==> src/rtl/alu_writeback.sv <==
// Writeback stage between the Rapids ALU and the register-file write port:
// buffers results in a small FIFO, retires Y1 then optional Y2, owns the compare flags.
// Optional same-cycle Y1 bypass on an empty FIFO is enabled by defining ALU_WB_BYPASS_EN.
module alu_writeback #(
  parameter int DATA_W = 32,
  parameter int ADDR_W = 5,
  parameter int DEPTH  = 2
) (
  input  logic              clk,
  input  logic              rst,
  input  logic              in_valid,
  output logic              in_ready,
  input  logic [DATA_W-1:0] in_y1,
  input  logic [DATA_W-1:0] in_y2,
  input  logic [ADDR_W-1:0] in_dst1,
  input  logic [ADDR_W-1:0] in_dst2,
  input  logic              in_wr2,
  input  logic [7:0]        in_cmp,
  input  logic              in_cmp_we,
  input  logic              rf_stall,
  output logic              rf_we,
  output logic [ADDR_W-1:0] rf_waddr,
  output logic [DATA_W-1:0] rf_wdata,
  output logic [7:0]        flags,
  output logic              busy
);

  localparam int PW = (DEPTH > 1) ? $clog2(DEPTH) : 1;
  localparam int CW = PW + 1;
  localparam logic [CW-1:0] FULL_CNT = CW'(DEPTH);

  typedef struct packed {
    logic [DATA_W-1:0] y1;
    logic [DATA_W-1:0] y2;
    logic [ADDR_W-1:0] dst1;
    logic [ADDR_W-1:0] dst2;
    logic              wr2;
  } entry_t;

  typedef enum logic [1:0] {
    IDLE = 2'd0,
    WR1  = 2'd1,
    WR2  = 2'd2
  } state_t;

  entry_t        mem_q [DEPTH];
  logic [PW-1:0] wptr_q;
  logic [PW-1:0] rptr_q;
  logic [CW-1:0] count_q;
  logic [CW-1:0] count_d;
  state_t        state_q;
  state_t        state_d;
  state_t        cur_state;
  logic [7:0]    flags_q;

  logic   empty;
  logic   full;
  logic   accept;
  logic   bypass;
  logic   push;
  logic   pop;
  entry_t head;
  entry_t in_entry;

  assign empty    = (count_q == '0);
  assign full     = (count_q == FULL_CNT);
  assign in_ready = !rst && !full;
  assign accept   = in_valid && in_ready;
  assign head     = mem_q[rptr_q];
  assign busy     = !rst && !empty;
  assign flags    = flags_q;

  assign in_entry.y1   = in_y1;
  assign in_entry.y2   = in_y2;
  assign in_entry.dst1 = in_dst1;
  assign in_entry.dst2 = in_dst2;
  assign in_entry.wr2  = in_wr2;

`ifdef ALU_WB_BYPASS_EN
  // A lone Y1 write skips the FIFO when nothing is queued ahead of it.
  assign bypass = empty && in_valid && !in_wr2 && !rf_stall && !rst;
`else
  assign bypass = 1'b0;
`endif

  assign push = accept && !bypass;

  // IDLE with a non-empty FIFO presents the head immediately, as WR1.
  always_comb begin
    cur_state = state_q;
    if (state_q == IDLE && !empty) begin
      cur_state = WR1;
    end
  end

  always_comb begin
    state_d  = cur_state;
    rf_we    = 1'b0;
    rf_waddr = head.dst1;
    rf_wdata = head.y1;
    pop      = 1'b0;
    count_d  = count_q;

    case (cur_state)
      IDLE: begin
        state_d = IDLE;
        if (bypass) begin
          rf_we    = 1'b1;
          rf_waddr = in_dst1;
          rf_wdata = in_y1;
        end
      end
      WR1: begin
        rf_we = !rf_stall;
        if (!rf_stall) begin
          if (head.wr2) begin
            state_d = WR2;
          end else begin
            pop = 1'b1;
          end
        end
      end
      WR2: begin
        rf_we    = !rf_stall;
        rf_waddr = head.dst2;
        rf_wdata = head.y2;
        if (!rf_stall) begin
          pop = 1'b1;
        end
      end
      default: begin
        state_d = IDLE;
      end
    endcase

    if (push && !pop) begin
      count_d = count_q + CW'(1);
    end else if (pop && !push) begin
      count_d = count_q - CW'(1);
    end

    if (pop) begin
      state_d = (count_d != '0) ? WR1 : IDLE;
    end

    if (rst) begin
      rf_we = 1'b0;
    end
  end

  always_ff @(posedge clk) begin
    if (rst) begin
      state_q <= IDLE;
      wptr_q  <= '0;
      rptr_q  <= '0;
      count_q <= '0;
      flags_q <= '0;
    end else begin
      state_q <= state_d;
      count_q <= count_d;
      if (push) begin
        wptr_q <= wptr_q + 1'b1;
      end
      if (pop) begin
        rptr_q <= rptr_q + 1'b1;
      end
      if (accept && in_cmp_we) begin
        flags_q <= in_cmp;
      end
    end
  end

  // Payload storage needs no reset; occupancy alone decides validity.
  always_ff @(posedge clk) begin
    if (push) begin
      mem_q[wptr_q] <= in_entry;
    end
  end

endmodule

==> config.mk <==
export PLATFORM = sky130hd
export DESIGN_NAME = alu_writeback
export DESIGN_NICKNAME = d
export VERILOG_FILES = /design/src/rtl/alu_writeback.sv
export SDC_FILE = /design/constraint.sdc
export NUM_CORES = 1
export LEC_CHECK = 0
export CORE_MARGIN = 2
export CORE_UTILIZATION = 45
export CTS_CLUSTER_DIAMETER = 150
export DETAILED_ROUTE_END_ITERATION = 12
export DONT_BUFFER_PORTS = 1
export GPL_TIMING_DRIVEN = 1
export PLACE_DENSITY = 0.65
export REMOVE_ABC_BUFFERS = 1
export SETUP_SLACK_MARGIN = 0.5
export SLEW_MARGIN = 20
export SYNTH_ARGS = -nofsm -noshare
export SYNTH_HDL_FRONTEND = slang
export SYNTH_SLANG_ARGS = --single-unit
==> constraint.sdc <==
create_clock -name clk -period 7.35 [get_ports clk]
set_input_delay 1.1025 -clock clk [delete_from_list [all_inputs] [get_ports clk]]
set_output_delay 1.1025 -clock clk [all_outputs]
set_load 0.005 [all_outputs]
==> impl_metrics.py, run 1 <==
metrics = {
    "clock_network": {
        "cts_buffer_depth": 2,
        "htreeDepth": 4,
        "cts_root_buffer": "clkbuf_16",
        "path_clk_slew_ns": 0.06,
        "cts_resized": 0,
        "clock_sinks": 165,
        "postCtsHoldBufs": 0,
        "cts_made_buffers": 17,
        "cts_tree": "yes",
        "clk_latency_ns": 0.41,
        "post-cts-setup-buffers": 0,
    },
    "yosys": {
        "yosysTopAreaCellShare_pct": 73.6,
        "ys_top_cells_by_area": "edfxtp_1 (74%), mux4_2 (14%), dfxtp_1 (4.9%)",
        "synth_warnings": 0,
        "synthFlopType": "edfxtp_1",
        "synth_most_common_cell": "edfxtp_1",
        "ys_top_cells_by_count": "edfxtp_1 (150), mux4_2 (37), nand2_1 (19), dfxtp_1 (15)",
        "synth.distinct_cells": 29,
        "synth_edf_count": 150,
        "ys_seq_area_share_pct": 78.5,
        "synthesis.area_mm2": 0.00612,
        "syn_area_per_cell_um2": 22.0,
        "synth-seq-cells": 165,
        "postSynthCellCount": 278,
        "synthArstFlopShare_pct": 0,
        "synth_area_leader_cell": "edfxtp_1",
    },
    "floorplanning": {
        "dieArea_mm2": 0.0146,
        "core-area_mm2": 0.0132,
        "initial_core_util_pct": 46.2,
        "pin_count": 136,
        "placementRows": 42,
        "die_x_um": 121,
        "fp.dieH_um": 121,
    },
    "job": {
        "drv_cap": 0,
    },
    "cells_and_area": {
        "n_fill_cell": 1084,
        "drive_gt1_share_pct": 25.5,
        "utilization_pct": 52.1,
        "final_cells": 478,
        "layout.nets": 379,
        "syn2layout_area_growth_pct": 12.8,
        "antennaDiodeCount": 0,
    },
    "timing": {
        "fin_crit_sh_pct": 41.6,
        "fmax_mhz": 327,
        "skew_ns": 0.00569,
        "final_max_slew_viol_count": 0,
        "grt_setup_unrepaired": "no",
        "slew_headroom_pct": 31.3,
        "tns_ns": 0,
        "period_needed_ns": 3.06,
        "tightest_slew_ns": 1.03,
        "setup_viol": 0,
        "finalHoldViolations": 0,
    },
    "pwr": {
        "pwr-share-seq_pct": 48.6,
        "p_sw_share_pct": 24.8,
        "finalPower_mw": 2.50,
        "p_leak_nw": 2.18,
        "clkPwrFrac_pct": 34.8,
        "vdd_drop_max_mv": 0.278,
        "cellPowerDensity_mw_per_mm2": 363,
        "p_switching_mw": 0.622,
        "p_comb_share_pct": 16.6,
        "internal_power_mw": 1.88,
    },
    "detailed_routing": {
        "drc": 0,
        "routed_wl_mm": 10.2,
        "ant_nets": 0,
        "initialDrtViolationCount": 190,
        "vias": 2618,
        "first_pass_iters": 4,
        "wl_per_cell_um": 21.4,
        "viasPerCell": 5.48,
    },
    "critical_path": {
        "crit_fanout": 38,
        "cp_data_arrival_time_ns": 1.95,
        "cpPeakStageDelay_ns": 0.88,
        "crit_required_ns": 6.25,
        "cp-end-kind": "output pin",
        "worstSetupStartpointType": "register",
        "cp.depth": 1,
        "crit_chain": "mux4_2",
        "critPathKind": "register to output pin",
        "critPathSlowestCell": "dfxtp_4",
        "crit_buf_inv": 0,
        "reg2reg_depth": 5,
        "r2r-start": "count_q[0]",
        "cp_top_family": "flip-flops",
    },
    "global_routing": {
        "antenna_found_initial": 0,
        "grt_pass1_wl_mm": 15.7,
        "gr-usage-all-layers_pct": 14.9,
        "overflow": 0,
        "first_global_vias": 2817,
        "grt_max_degree": 76,
    },
    "placement": {
        "place_hpwl_mm": 6.25,
        "io_buffer_count": 0,
        "gp_congestion": 0.667,
        "place_inst": 445,
    },
    "worst_hold_path": {
        "hp-class": "register to register",
        "worstHoldStart": "flags[5]",
        "hold-path-cell-count": 2,
    },
    "outcome": {
        "status": "complete, no violations",
    },
}
[sequential cells by signal (all words and copies together) (netlist names), named ones only]
signal and cells:
state_q 2, mem_q 150, rptr_q 1, flags 8
count_q 2, wptr_q 1
[path summary, 6_finish.rpt]
check        slack (ns)      endpoint
min                0.47      flags[5]
min reg2reg        0.47      flags[5]
max                4.29  rf_wdata[28]
max reg2reg        4.83  mem_q[0][69]
[stage by stage]
| step | worst slack (ns) | hold WS [ns] | instance area (um2) |
|---|---|---|---|
| after detailed placement | 4.45 | 0.465 | 6290 |
| after global routing | 4.11 | 0.499 | 6900 |
| after CTS | 4.18 | 0.474 | 6880 |
| after floorplan | 2.06 | 0.447 | 6040 |
| final | 4.29 | 0.472 | 6900 |
| after global placement | 4.52 | 0.459 | 6290 |
[cell families (layout without fill, tap and decap cells)]
logic type / Yosys count / in the layout / synth area share [%]
AOI/OAI and AO/OA: 14 / 14 / 1.53
xor gates and xnor gates: 4 / 4 / 0.572
adders and majority gates: 2 / 2 / 0.409
buffers and inverters: 14 / 38 / 1.61
and+or+nand+nor: 38 / 38 / 3.13
muxes: 41 / 41 / 14.3
DFF: 165 / 165 / 78.5
[power groups by stage]
stage	Combinational, mW	Sequential (mW)	Clock [mW]
after floorplan	0.344	1.22	0
after global placement	0.414	1.24	0
after detailed placement	0.422	1.25	0
after CTS	0.424	1.23	0.896
after global routing	0.452	1.24	0.936
final	0.416	1.22	0.872
[routing by layer]
metal	vias up	wire, um	global-route usage [%]
met2	116	4970	22.7
met4	0	155	6.10
met3	12	1210	8.07
met5	-	0	0
li1	1149	-	-
met1	1341	3890	17.7
[layout by cell type, fill, tap and decap left out, drive strengths merged, types with 2 or more instances in the layout]
cell type and n:
a31oi 2, buf 3, nand2b 3, mux2i 3, clkinv 9, nor2 8, ha 2, inv 4
nand2 19, o21ai 2, bufinv 3, mux4 37, clkbuf 18, dfxtp 15, and2 2, a21oi 8
edfxtp 150, nor3b 2, xnor2 3
[final cells by class]
class / count / area (um2) / area share [%]
multi-input combinational: 99 / 1230 / 17.9
clock inverter: 14 / 160 / 2.32
tap: 176 / 220 / 3.19
timing repair buffer: 3 / 42.5 / 0.616
clock buffer: 18 / 429 / 6.22
inverter: 3 / 11.3 / 0.163
sequential: 165 / 4810 / 69.6
(Power assumes the default switching activity.)
==> inputs of run 2 (changes only) <==
- PLACE_DENSITY: 0.65 -> 0.67
- clock period: 7.35 -> 2.65 ns (I/O delays scaled with it)
==> run 2 against run 1 <==
Against the previous run: first-iteration DRC count fell by 18%; combinational power rose to 3.6 times the previous value; sequential share of layout area fell by 1.3 points; sequential cell count did not move; total power rose to 2.8 times the previous value; worst setup slack got worse by 3.7 ns; critical path type is now register to register; largest cell class unchanged; largest power group unchanged.
==> impl_metrics.py, run 2 (same netlist as run 1, synthesis figures left out) <==
metrics = {
    "outcome": {
        "status": "complete, no violations",
    },
    "cells_and_area": {
        "largest_reg_flops": 150,
        "utilization_pct": 53.1,
        "syn2layout_area_growth_pct": 14.8,
        "mostFrequentLayoutCell": "edfxtp_1",
        "final_cell_mix": "edfxtp_1 (150), mux4_2 (37), nand2_1 (19), clkbuf_16 (19), dfxtp_1 (14)",
        "final_area_mm2": 0.00703,
        "final_cells": 488,
        "layout.nets": 389,
        "top_register": "mem_q",
        "antennaDiodeCount": 0,
        "drive_gt1_share_pct": 26.6,
    },
    "critical_path": {
        "r2r-end": "mem_q[0][69]",
        "r2r_slack_ns": 0.58,
        "cp-startpoint": "count_q[0]",
        "r2r-start": "count_q[0]",
        "crit_fanout": 75,
        "critPathKind": "register to register",
        "crit_path_end": "mem_q[0][69]",
        "cp_data_arrival_time_ns": 2.14,
        "cp-end-kind": "register",
        "cp.depth": 5,
        "crit_chain": "inv_1 > ha_1 > nor3b_4 > nor2b_4 > clkbuf_16",
        "crit_required_ns": 2.72,
        "crit_buf_inv": 2,
        "cpPeakStageDelay_ns": 0.36,
        "critPathSlowestCell": "dfxtp_1",
        "reg2reg_depth": 5,
        "cp_top_family": "simple AND/OR/NAND/NOR gates",
        "worstSetupStartpointType": "register",
    },
    "floorplanning": {
        "fp.dieH_um": 121,
        "dieArea_mm2": 0.0146,
        "core-area_mm2": 0.0132,
        "placementRows": 42,
        "pin_count": 136,
        "initial_core_util_pct": 46.2,
        "die_x_um": 121,
    },
    "clock_network": {
        "path_clk_slew_ns": 0.06,
        "clock_sinks": 165,
        "cts_tree": "yes",
        "cts_made_buffers": 17,
        "postCtsHoldBufs": 0,
        "clk_latency_ns": 0.41,
        "cts_buffer_depth": 2,
        "htreeDepth": 4,
        "cts_root_buffer": "clkbuf_16",
    },
    "timing": {
        "skew_ns": 0.00777,
        "slew_headroom_pct": 72.5,
        "period_needed_ns": 2.07,
        "tightest_slew_ns": 0.413,
        "fmax_mhz": 482,
        "tns_ns": 0,
        "setup_viol": 0,
        "final_max_slew_viol_count": 0,
        "grt_setup_unrepaired": "no",
        "fin_crit_sh_pct": 78.3,
        "finalHoldViolations": 0,
    },
    "global_routing": {
        "first_global_vias": 2848,
        "grt_pass1_wl_mm": 16.1,
        "grt_max_degree": 76,
        "gr-usage-all-layers_pct": 15.3,
        "antenna_found_initial": 0,
        "overflow": 0,
    },
    "detailed_routing": {
        "initialDrtViolationCount": 155,
        "first_pass_iters": 4,
        "vias": 2657,
        "routed_wl_mm": 10.6,
        "viasPerCell": 5.44,
        "ant_nets": 0,
        "drc": 0,
        "wl_per_cell_um": 21.6,
    },
    "worst_hold_path": {
        "hp-class": "primary input to register",
    },
    "placement": {
        "place_area_mm2": 0.00635,
        "place_hpwl_mm": 6.45,
        "gp_congestion": 0.710,
        "place_inst": 447,
        "io_buffer_count": 0,
    },
    "pwr": {
        "p_leak_nw": 2.24,
        "vdd_drop_max_mv": 0.556,
        "cellPowerDensity_mw_per_mm2": 1000,
    },
    "job": {
        "drv_cap": 0,
    },
}
==> run 2: cell count changes in the layout (fill, tap and decap cells not counted), moves of 2 or more <==
cell       before  now
clkbuf_16      17   19
clkinv_1        2    4
buf_12          0    2
buf_4           2    7
clkinv_2        4    2
clkbuf_1        1    4
==> run 2: power by group <==
part	internal (mW)	leakage [nW]	switching (mW)	total, mW
combinational	0.780	0.476	0.732	1.51
clock	1.37	0.265	0.903	2.28
sequential	3.14	1.50	0.111	3.25
total	5.29	2.24	1.75	7.04
==> run 2: metrics by stage <==
stage / hold WS (ns) / power [mW] / worst slack [ns]
floorplan: 0.447 / 4.33 / -2.22
global placement: 0.463 / 4.63 / 0.645
detailed placement: 0.467 / 4.67 / 0.596
CTS: 0.0177 / 7.04 / 0.501
global route: 0.0184 / 7.35 / 0.493
finish: 0.0433 / 7.04 / 0.575
==> run 2: worst min-delay path by stage <==
stage	end	slack (ns)	depth (start not counted)	from
after global routing	flags[4]	0.02	1	rst
after floorplan	flags[0]	0.45	2	flags[0]
after CTS	register	0.02	1	rst
after detailed placement	flags[4]	0.47	2	flags[4]
after global placement	flags[5]	0.46	2	flags[5]
final	flags[4]	0.04	1	rst
==> run 2: timing repair <==
item                                    4_1_cts  5_1_grt
resized for setup                             3        4
buffers inserted                              0        7
endpoints found under the setup margin       33       77
gates cloned                                  1        1
pin swaps                                     0        0
==> run 2: layer usage <==
layer	global-route usage, %	up-vias	wire length (um)
li1	-	1173	-
met1	17.5	1342	3880
met2	23.3	125	5180
met3	9.06	17	1330
met4	6.40	0	167
met5	0	-	0
==> run 2: area by class of cell <==
cell class / instances / area (um2)
fill: 1058 / 6210
clock buffer: 21 / 440
sequential: 165 / 4810
tap: 176 / 220
timing repair buffer: 13 / 198
multi-input combinational: 99 / 1240
clock inverter: 11 / 110
inverter: 3 / 11.3
==> run 2: worst reg2reg max path: stages, from the launching register on <==
cell	delay (ns)
dfxtp_1	0.36
inv_1	0.09
ha_1	0.26
nor3b_4	0.36
nor2b_4	0.23
clkbuf_16	0.34
